**config.mk**
```make
export PLATFORM = sky130hd
export DESIGN_NAME = ram_prog_nxw
export DESIGN_NICKNAME = d
export VERILOG_FILES = /design/src/rtl/ram_prog_nxw_pkg.sv /design/src/rtl/ram_addr_counter.sv /design/src/rtl/ram_prog_nxw.sv
export SDC_FILE = /design/constraint.sdc
export NUM_CORES = 1
export LEC_CHECK = 0
export BUFFER_PORTS_ARGS = -buffer_cell sky130_fd_sc_hd__buf_2
export CAP_MARGIN = 5
export CELL_PAD_IN_SITES_DETAIL_PLACEMENT = 1
export CELL_PAD_IN_SITES_GLOBAL_PLACEMENT = 2
export CORE_ASPECT_RATIO = 1.25
export CORE_MARGIN = 2
export CORE_UTILIZATION = 45
export CTS_CLUSTER_DIAMETER = 80
export CTS_CLUSTER_SIZE = 14
export DETAILED_ROUTE_END_ITERATION = 8
export GPL_TIMING_DRIVEN = 0
export PLACE_DENSITY = 0.86
export REMOVE_ABC_BUFFERS = 1
export SLEW_MARGIN = 15
export SYNTH_ARGS = -nofsm -noshare
export SYNTH_HDL_FRONTEND = slang
export SYNTH_SLANG_ARGS = --single-unit
```
**constraint.sdc**
```tcl
create_clock -name CLK -period 2.73 [get_ports CLK]
set_clock_uncertainty 0.05 [all_clocks]
set_input_delay 0.546 -clock CLK [delete_from_list [all_inputs] [get_ports CLK]]
set_output_delay 0.546 -clock CLK [all_outputs]
set_load 0.02 [all_outputs]
```
**src/rtl/ram_prog_nxw_pkg.sv**
```systemverilog
// Shared definitions for the ram_prog_nxw program/run memory:
// FSM state encodings plus the mode and access-direction constants.
package ram_prog_nxw_pkg;

    // Controller states; S_CLEAR is only reachable when RAM_CLEAR_EN is defined.
    typedef enum logic [1:0] {
        S_RUN   = 2'd0,
        S_PROG  = 2'd1,
        S_CLEAR = 2'd2
    } state_t;

    // run_or_prog encodings
    localparam logic RUN   = 1'b1;
    localparam logic PROG  = 1'b0;

    // read_or_write encodings
    localparam logic READ  = 1'b1;
    localparam logic WRITE = 1'b0;

    // Map the sampled mode pin to the state it selects.
    function automatic state_t mode_state(input logic run_or_prog);
        state_t st;
        if (run_or_prog == RUN) begin
            st = S_RUN;
        end else begin
            st = S_PROG;
        end
        return st;
    endfunction

endpackage

```
**src/rtl/ram_addr_counter.sv**
```systemverilog
// Address counter with synchronous clear, parallel load and
// increment-with-wrap. Load and increment together yield load_value+1,
// which is what a "preset and write" programming cycle needs.
module ram_addr_counter #(
    parameter int ADDR_WIDTH = 4
) (
    input  logic                  clk,
    input  logic                  clr,
    input  logic                  load,
    input  logic [ADDR_WIDTH-1:0] load_value,
    input  logic                  inc,
    output logic [ADDR_WIDTH-1:0] count
);

    logic [ADDR_WIDTH-1:0] count_r;
    logic [ADDR_WIDTH-1:0] base_s;
    logic [ADDR_WIDTH-1:0] next_s;

    // Select the load or hold value, then optionally step it (carry discarded).
    always_comb begin
        base_s = count_r;
        next_s = count_r;
        if (load) begin
            base_s = load_value;
        end else begin
            base_s = count_r;
        end
        if (inc) begin
            next_s = base_s + ADDR_WIDTH'(1);
        end else begin
            next_s = base_s;
        end
    end

    // Counter register; clear wins over load and increment.
    always_ff @(posedge clk) begin
        if (clr) begin
            count_r <= {ADDR_WIDTH{1'b0}};
        end else begin
            count_r <= next_s;
        end
    end

    assign count = count_r;

endmodule

```
**src/rtl/ram_prog_nxw.sv**
```systemverilog
// Parametrised synchronous program/run memory.
// Program mode loads words through an auto-incrementing address counter;
// run mode gives registered reads (1-cycle latency) and direct writes.
// Optional feature macro: RAM_CLEAR_EN -- CLR sweeps zeros through the whole
// array (busy high for 2^ADDR_WIDTH cycles) before accepting requests.
module ram_prog_nxw
    import ram_prog_nxw_pkg::*;
#(
    parameter int DATA_WIDTH = 8,
    parameter int ADDR_WIDTH = 4
) (
    input  logic                  CLK,
    input  logic                  CLR,
    input  logic                  run_or_prog,
    input  logic [ADDR_WIDTH-1:0] address,
    input  logic                  CE_bar,
    input  logic                  read_or_write,
    input  logic [DATA_WIDTH-1:0] bus_data,
    input  logic [DATA_WIDTH-1:0] programmer_data,
    input  logic                  prog_load,
    input  logic                  prog_strobe,
    output logic [DATA_WIDTH-1:0] memory_value,
    output logic                  mem_valid,
    output logic [ADDR_WIDTH-1:0] prog_address,
    output logic                  busy
);

    localparam int DEPTH = 2 ** ADDR_WIDTH;

    state_t                state_r;
    state_t                next_state_s;
    logic [DATA_WIDTH-1:0] mem_r [DEPTH];
    logic [DATA_WIDTH-1:0] memory_value_r;
    logic                  mem_valid_r;
    logic                  we_s;
    logic [ADDR_WIDTH-1:0] waddr_s;
    logic [DATA_WIDTH-1:0] wdata_s;
    logic                  rd_s;
    logic                  prog_load_s;
    logic                  prog_inc_s;
    logic [ADDR_WIDTH-1:0] prog_addr_s;
    logic [ADDR_WIDTH-1:0] sweep_addr_s;

    // Programming address: only moves while in program mode, kept across mode switches.
    assign prog_load_s = (state_r == S_PROG) && prog_load;
    assign prog_inc_s  = (state_r == S_PROG) && prog_strobe;

    ram_addr_counter #(.ADDR_WIDTH(ADDR_WIDTH)) u_prog_cnt (
        .clk        (CLK),
        .clr        (CLR),
        .load       (prog_load_s),
        .load_value (address),
        .inc        (prog_inc_s),
        .count      (prog_addr_s)
    );

`ifdef RAM_CLEAR_EN
    logic busy_r;

    ram_addr_counter #(.ADDR_WIDTH(ADDR_WIDTH)) u_sweep_cnt (
        .clk        (CLK),
        .clr        (CLR),
        .load       (1'b0),
        .load_value ({ADDR_WIDTH{1'b0}}),
        .inc        (state_r == S_CLEAR),
        .count      (sweep_addr_s)
    );

    // Next state: CLR forces a sweep; the sweep ends after writing the last word.
    always_comb begin
        next_state_s = mode_state(run_or_prog);
        if (CLR) begin
            next_state_s = S_CLEAR;
        end else if ((state_r == S_CLEAR) && (sweep_addr_s != {ADDR_WIDTH{1'b1}})) begin
            next_state_s = S_CLEAR;
        end else begin
            next_state_s = mode_state(run_or_prog);
        end
    end

    // busy is registered so it is high exactly while the controller sits in S_CLEAR.
    always_ff @(posedge CLK) begin
        busy_r <= (next_state_s == S_CLEAR);
    end

    assign busy = busy_r;
`else
    assign sweep_addr_s = {ADDR_WIDTH{1'b0}};

    // Next state simply follows the mode pin sampled at each edge.
    always_comb begin
        next_state_s = mode_state(run_or_prog);
    end

    assign busy = 1'b0;
`endif

    // State register; the reset behaviour is folded into next_state_s.
    always_ff @(posedge CLK) begin
        state_r <= next_state_s;
    end

    // Decode the single write port and the read request for the current state.
    always_comb begin
        we_s    = 1'b0;
        waddr_s = address;
        wdata_s = bus_data;
        rd_s    = 1'b0;
        if (CLR) begin
            we_s = 1'b0;
            rd_s = 1'b0;
        end else begin
            case (state_r)
                S_RUN: begin
                    if (!CE_bar) begin
                        if (read_or_write == WRITE) begin
                            we_s = 1'b1;
                        end else begin
                            rd_s = 1'b1;
                        end
                    end else begin
                        we_s = 1'b0;
                    end
                end
                S_PROG: begin
                    wdata_s = programmer_data;
                    if (prog_strobe) begin
                        we_s = 1'b1;
                        if (prog_load) begin
                            waddr_s = address;
                        end else begin
                            waddr_s = prog_addr_s;
                        end
                    end else begin
                        we_s = 1'b0;
                    end
                end
                S_CLEAR: begin
                    we_s    = 1'b1;
                    waddr_s = sweep_addr_s;
                    wdata_s = {DATA_WIDTH{1'b0}};
                end
                default: begin
                    we_s = 1'b0;
                    rd_s = 1'b0;
                end
            endcase
        end
    end

    // Storage array; contents are intentionally not reset.
    always_ff @(posedge CLK) begin
        if (we_s) begin
            mem_r[waddr_s] <= wdata_s;
        end
    end

    // Registered read port: data holds unless a read completes this cycle.
    always_ff @(posedge CLK) begin
        if (CLR) begin
            memory_value_r <= {DATA_WIDTH{1'b0}};
            mem_valid_r    <= 1'b0;
        end else if (rd_s) begin
            memory_value_r <= mem_r[address];
            mem_valid_r    <= 1'b1;
        end else begin
            mem_valid_r    <= 1'b0;
        end
    end

    assign memory_value = memory_value_r;
    assign mem_valid    = mem_valid_r;
    assign prog_address = prog_addr_s;

endmodule
```
==> results.sh, run 1 <==
export IMPL_outcome="finished, final reports clean"
export IMPL_p_seq_frac=0.456
export IMPL_place_ws_ns=-0.8433
export IMPL_grt_pass1_vias=3508
export IMPL_viasPerCell=5.776
export IMPL_whs_endpoint="state_r[0]$_DFF_P_"
export IMPL_reg2reg_from="state_r[0]$_DFF_P_"
export IMPL_critical_path_class="flip-flop to flip-flop"
export IMPL_vias=3223
export IMPL_drc=0
export IMPL_top_layer="met4"
export IMPL_hp_start="run_or_prog"
export IMPL_fin_crit_ns=2.553
export IMPL_rrSetupSlack_ns=0.18
export IMPL_hold_buffers=0
export IMPL_wl_met3_um=777
export IMPL_sw_frac_of_total=0.2040
export IMPL_crit_slowest_cell="nor2_1"
export IMPL_rows=46
export IMPL_design_die_area_mm2=0.01391
export IMPL_clkPwrFrac=0.488
export IMPL_mostFrequentLayoutCells="edfxtp_1 (128), mux2_2 (49), buf_2 (38), clkbuf_16 (17), o22ai_1 (16)"
export IMPL_grt_util_all_layers=0.2065
export IMPL_insertion_delay_ns=0.41
export IMPL_final_layout_size_suffix_gt1_frac=0.3487
export IMPL_power_mw=5.316
export IMPL_cts_root_buffer="clkbuf_16"
export IMPL_cts_sinks=142
export IMPL_p_per_area_mw_per_mm2=776.6
export IMPL_synth_ff_type="edfxtp_1"
export IMPL_ant_nets=0
export IMPL_maxCapViolations=0
export IMPL_start_util=0.4612
export IMPL_ys_types=38
export IMPL_drt_wl_total_um=13630
export IMPL_setup_violations=0
export IMPL_die_w_um=105.9
export IMPL_gp_congestion=0.7303
export IMPL_cts_buffers=17
export IMPL_wl_met2_um=6947
export IMPL_p_switching_mw=1.085
export IMPL_htree_levels=4
export IMPL_syn_area_per_cell_um2=17.33
export IMPL_synthArstFlopShare=0
export IMPL_rr_endpoint="mem_r[5][7]$_DFFE_PP_"
export IMPL_post_route_period_util=0.9352
export IMPL_final_common_cell="edfxtp_1"
export IMPL_vdd_drop_max_v=0.0005624
export IMPL_slew_viol_final=0
export IMPL_fin_ws_ns=0.1770
export IMPL_wl_met1_um=5639
export IMPL_drt_iter0_markers=183
export IMPL_areaGrowthSynthToFinish_pct=17.23
export IMPL_dpl_hpwl_um=8512
export IMPL_ys_ff_latch=142
export IMPL_synthCells=337
export IMPL_clkTransAtPathRegs_ns=0.06
export IMPL_worstPathCellList="or3_1 -> a21oi_1 -> o21ai_0 -> nor2_1"
export IMPL_wl_per_cell_um=24.42
export IMPL_post_cts_resized=4
export IMPL_synth_seq_area_share=0.7062
export IMPL_path_delay_family="simple AND/OR/NAND/NOR gates"
export IMPL_hold_violations=0
export IMPL_grt_antenna_before_repair=0
export IMPL_die_height_um=131.4
export IMPL_hold_slack_ns=0.2335
export IMPL_nets=405
export IMPL_rr_worst_depth=4
export IMPL_timing_fmax_mhz=391.7
export IMPL_cp_buffers_inverters=0
export IMPL_slew_headroom=0.3495
export IMPL_start_kind="flip-flop"
export IMPL_synth_edf_count=128
export IMPL_core_area_mm2=0.01266
export IMPL_rsz0062_at_grt="no"
export IMPL_pwr_share_comb=0.057
export IMPL_hold_depth=2
export IMPL_netlist_area_mm2=0.005839
export IMPL_crit_fanout=9
export IMPL_utilization=0.5406
export IMPL_cts_setup_buffers=0
export IMPL_placed_area_mm2=0.006146
export IMPL_p_int_mw=4.231
export IMPL_portBuffers=39
export IMPL_grt_pass1_wl_um=20640
export IMPL_drt_pass1_iter_count=4
export IMPL_io_pins=41
export IMPL_leakagePower_nw=2.338
export IMPL_slowest_delay_ns=0.79
export IMPL_worstPathRequired_ns=2.71
export IMPL_grt_start_max_net_pins=54
export IMPL_n_antenna_cell=0
export IMPL_worstPathArrival_ns=2.53
export IMPL_yosys_warnings=0
export IMPL_cts_tree="yes"
export IMPL_overflow=0
export IMPL_hold_path_class="input pin to flip-flop"
export IMPL_worst_pin_slew_ns=0.9722
export IMPL_cp_end_kind="flip-flop"
export IMPL_stdcell_area_mm2=0.006845
export IMPL_clockBufferDepth=2
==> how the worst max path moves through the flow <==
stage	to	cells after the start	from
CTS	mem_r[14][3]$_DFFE_PP_	4	state_r[0]$_DFF_P_
global route	mem_r[2][1]$_DFFE_PP_	4	state_r[0]$_DFF_P_
floorplan	mem_r[13][0]$_DFFE_PP_	4	prog_strobe
finish	mem_r[5][7]$_DFFE_PP_	4	state_r[0]$_DFF_P_
detailed placement	mem_r[13][2]$_DFFE_PP_	5	CLR
global placement	mem_r[2][1]$_DFFE_PP_	4	CLR
==> per-layer routing <==
| layer | track usage | vias up |
|---|---|---|
| met5 | 0 | - |
| met4 | 0.08187 | 0 |
| met3 | 0.05010 | 18 |
| met2 | 0.3380 | 116 |
| met1 | 0.2652 | 1649 |
| li1 | - | 1440 |
==> power by group through the flow <==
stage | Clock, mW | Sequential (mW) | Combinational [mW]
after global routing | 2.70 | 2.42 | 0.327
after floorplan | 0 | 2.47 | 0.154
after detailed placement | 0 | 2.47 | 0.297
final | 2.59 | 2.42 | 0.303
after CTS | 2.62 | 2.42 | 0.304
after global placement | 0 | 2.47 | 0.284
==> stage by stage <==
step | std cells | TNS, ns
floorplan | 319 | 0
global placement | 526 | -72.50
detailed placement | 526 | -76.71
CTS | 558 | 0
global route | 558 | 0
finish | 558 | 0
==> synthesized netlist by cell type (all sizes together), types with 7 or more instances <==
cell / n / area share
nor3: 13 / 0.011
buf: 9 / 0.012
a221o: 8 / 0.014
dfxtp: 14 / 0.048
clkbuf: 9 / 0.0058
edfxtp: 128 / 0.66
mux2: 49 / 0.094
nor2: 20 / 0.013
inv: 7 / 0.0045
mux4: 16 / 0.067
o22ai: 16 / 0.017
==> state kept, by name, summed over array words and instances, names as in the netlist <==
name	cells
state_r	1
memory_value	8
u_prog_cnt.count	4
mem_valid	1
mem_r	128
==> worst register-to-register path, stage by stage, from the launching register on <==
cell     delay [ns]
dfxtp_1        0.39
or3_1          0.40
a21oi_1        0.28
o21ai_0        0.26
nor2_1         0.79
==> layout make-up <==
class	count	area, µm²
multi-input cells	170	1620
repair buffers	39	197.7
inverters	7	26.28
fillers	1210	5817
well taps	168	210.2
clock inverters	15	241.5
clock buffers	17	425.4
flip-flops and latches	142	4124
==> logic make-up (layout without fill, tap and decap cells) <==
logic type,after synthesis,after routing,share of synthesized area
xor+xnor,1,1,0.001500
buf+inv,25,78,0.02186
compound gates,40,40,0.04671
simple gates,59,59,0.05378
mux,68,68,0.1671
flops,142,142,0.7062
other cells,1,1,0.0006422
fa+ha+maj,1,1,0.002142
Power figures use the tool's default switching activity.
==> run 2, diff against run 1 <==
==> constraint.sdc (replaced) <==
create_clock -name CLK -period 2.4 [get_ports CLK]
set_clock_uncertainty 0.05 [all_clocks]
set_input_delay 0.48 -clock CLK [delete_from_list [all_inputs] [get_ports CLK]]
set_output_delay 0.48 -clock CLK [all_outputs]
set_load 0.02 [all_outputs]
==> results.sh, run 2 (synthesis results as in run 1) <==
export IMPL_drt_pass1_iter_count=4
export IMPL_crit_fanout=9
export IMPL_post_route_period_util=1.019
export IMPL_utilization=0.5452
export IMPL_htree_levels=4
export IMPL_largest_reg_flops=128
export IMPL_design_die_area_mm2=0.01391
export IMPL_vdd_drop_max_v=0.0006766
export IMPL_grt_util_all_layers=0.2069
export IMPL_hold_violations=0
export IMPL_drt_wl_total_um=13860
export IMPL_wl_per_cell_um=24.75
export IMPL_path_delay_family="simple AND/OR/NAND/NOR gates"
export IMPL_outcome="finished, violations left"
export IMPL_placed_area_mm2=0.006146
export IMPL_viasPerCell=5.820
export IMPL_critical_path_class="flip-flop to flip-flop"
export IMPL_worstPathArrival_ns=2.44
export IMPL_cts_buffers=17
export IMPL_final_layout_size_suffix_gt1_frac=0.3750
export IMPL_cts_tree="yes"
export IMPL_fin_setup_tns_ns=-0.9717
export IMPL_gp_congestion=0.7303
export IMPL_grt_pass1_vias=3516
export IMPL_rsz0062_at_grt="yes"
export IMPL_cp_buffers_inverters=0
export IMPL_slowest_delay_ns=0.59
export IMPL_worst_pin_slew_ns=0.8935
export IMPL_grt_antenna_before_repair=0
export IMPL_slew_headroom=0.4016
export IMPL_drt_iter0_markers=199
export IMPL_fin_ws_ns=-0.04483
export IMPL_fillCellCount=1212
export IMPL_portBuffers=39
export IMPL_ant_nets=0
export IMPL_start_kind="flip-flop"
export IMPL_insertion_delay_ns=0.42
export IMPL_grt_start_max_net_pins=54
export IMPL_core_area_mm2=0.01266
export IMPL_p_per_area_mw_per_mm2=879.7
export IMPL_stdcell_area_mm2=0.006903
export IMPL_maxCapViolations=0
export IMPL_place_ws_ns=-1.107
export IMPL_cts_sinks=142
export IMPL_failed_checks="negative setup slack"
export IMPL_dpl_hpwl_um=8512
export IMPL_slew_viol_final=0
export IMPL_final_common_cell="edfxtp_1"
export IMPL_timing_fmax_mhz=409.0
export IMPL_start_util=0.4612
export IMPL_worstPathCellList="or3_1 -> a21oi_1 -> o21ai_0 -> nor2_2"
export IMPL_setup_violations=48
export IMPL_io_pins=41
export IMPL_crit_slowest_cell="nor2_2"
export IMPL_drc=0
export IMPL_vias=3259
export IMPL_leakagePower_nw=2.348
export IMPL_cts_root_buffer="clkbuf_16"
export IMPL_fin_crit_ns=2.445
export IMPL_worstPathRequired_ns=2.40
export IMPL_regArea_mm2=0.004124
export IMPL_clkTransAtPathRegs_ns=0.06
export IMPL_die_w_um=105.9
export IMPL_cp_end_kind="flip-flop"
export IMPL_n_antenna_cell=0
export IMPL_die_height_um=131.4
export IMPL_hold_path_class="input pin to flip-flop"
export IMPL_rows=46
export IMPL_areaGrowthSynthToFinish_pct=18.21
export IMPL_mostFrequentLayoutCells="edfxtp_1 (128), mux2_2 (49), buf_2 (38), clkbuf_16 (17), o22ai_1 (16)"
export IMPL_overflow=0
export IMPL_hold_buffers=0
export IMPL_grt_pass1_wl_um=20670
export IMPL_rrSetupSlack_ns=-0.04
export IMPL_nets=407
export IMPL_regMostFlops="mem_r"
export IMPL_clockBufferDepth=2
export IMPL_multi_input_area_mm2=0.001663
==> run 2: cell types whose count changed in the layout (fill, tap and decap cells not counted), sizes merged <==
cell  delta
buf      +2
==> run 2: power breakdown <==
group / switching [mW] / total, mW / leakage (nW) / internal, mW
clock network: 1.02 / 2.97 / 0.325 / 1.95
logic: 0.224 / 0.351 / 0.757 / 0.128
registers: 0.0157 / 2.75 / 1.27 / 2.74
total: 1.26 / 6.07 / 2.35 / 4.81
==> run 2: routing by layer <==
metal	global-route usage	part of all wire
met5	0	0
met4	0.07749	0.023
met3	0.05109	0.046
met2	0.3430	0.51
met1	0.2632	0.42
==> run 2: through the flow <==
stage                     instances  power (mW)  hold slack [ns]
after floorplan                 319       2.990           0.4865
after global placement          526       3.128           0.4358
after detailed placement        526       3.143           0.4344
after CTS                       558       6.087           0.1515
after global routing            560       6.211           0.1543
final                           560       6.072           0.1613
==> run 2: final timing paths <==
kind                                                     end                          from  cells after the start
worst min-delay path                      state_r[0]$_DFF_P_                   run_or_prog                      2
worst max-delay path                  mem_r[10][4]$_DFFE_PP_            state_r[0]$_DFF_P_                      4
worst min register to register  memory_value[0]$_SDFFE_PP0P_  memory_value[0]$_SDFFE_PP0P_                      1
worst max register to register        mem_r[10][4]$_DFFE_PP_            state_r[0]$_DFF_P_                      4
==> run 2: final cells by class <==
| class | count | area share |
|---|---|---|
| clock buffers | 17 | 0.06163 |
| flip-flops and latches | 142 | 0.5974 |
| well taps | 168 | 0.03045 |
| repair buffers | 41 | 0.03081 |
| clock inverters | 15 | 0.03498 |
| multi-input cells | 170 | 0.2409 |
| inverters | 7 | 0.003806 |
==> run 2: what timing repair did <==
| action | in CTS | in global routing |
|---|---|---|
| resized for setup | 16 | 7 |
| setup endpoints to repair | 128 | 128 |
| setup buffers | 0 | 2 |
==> run 2: worst reg2reg max path: stages, from the launching register on <==
cell and delay, ns:
dfxtp_1 0.39, or3_1 0.40, a21oi_1 0.31, o21ai_0 0.33, nor2_2 0.59
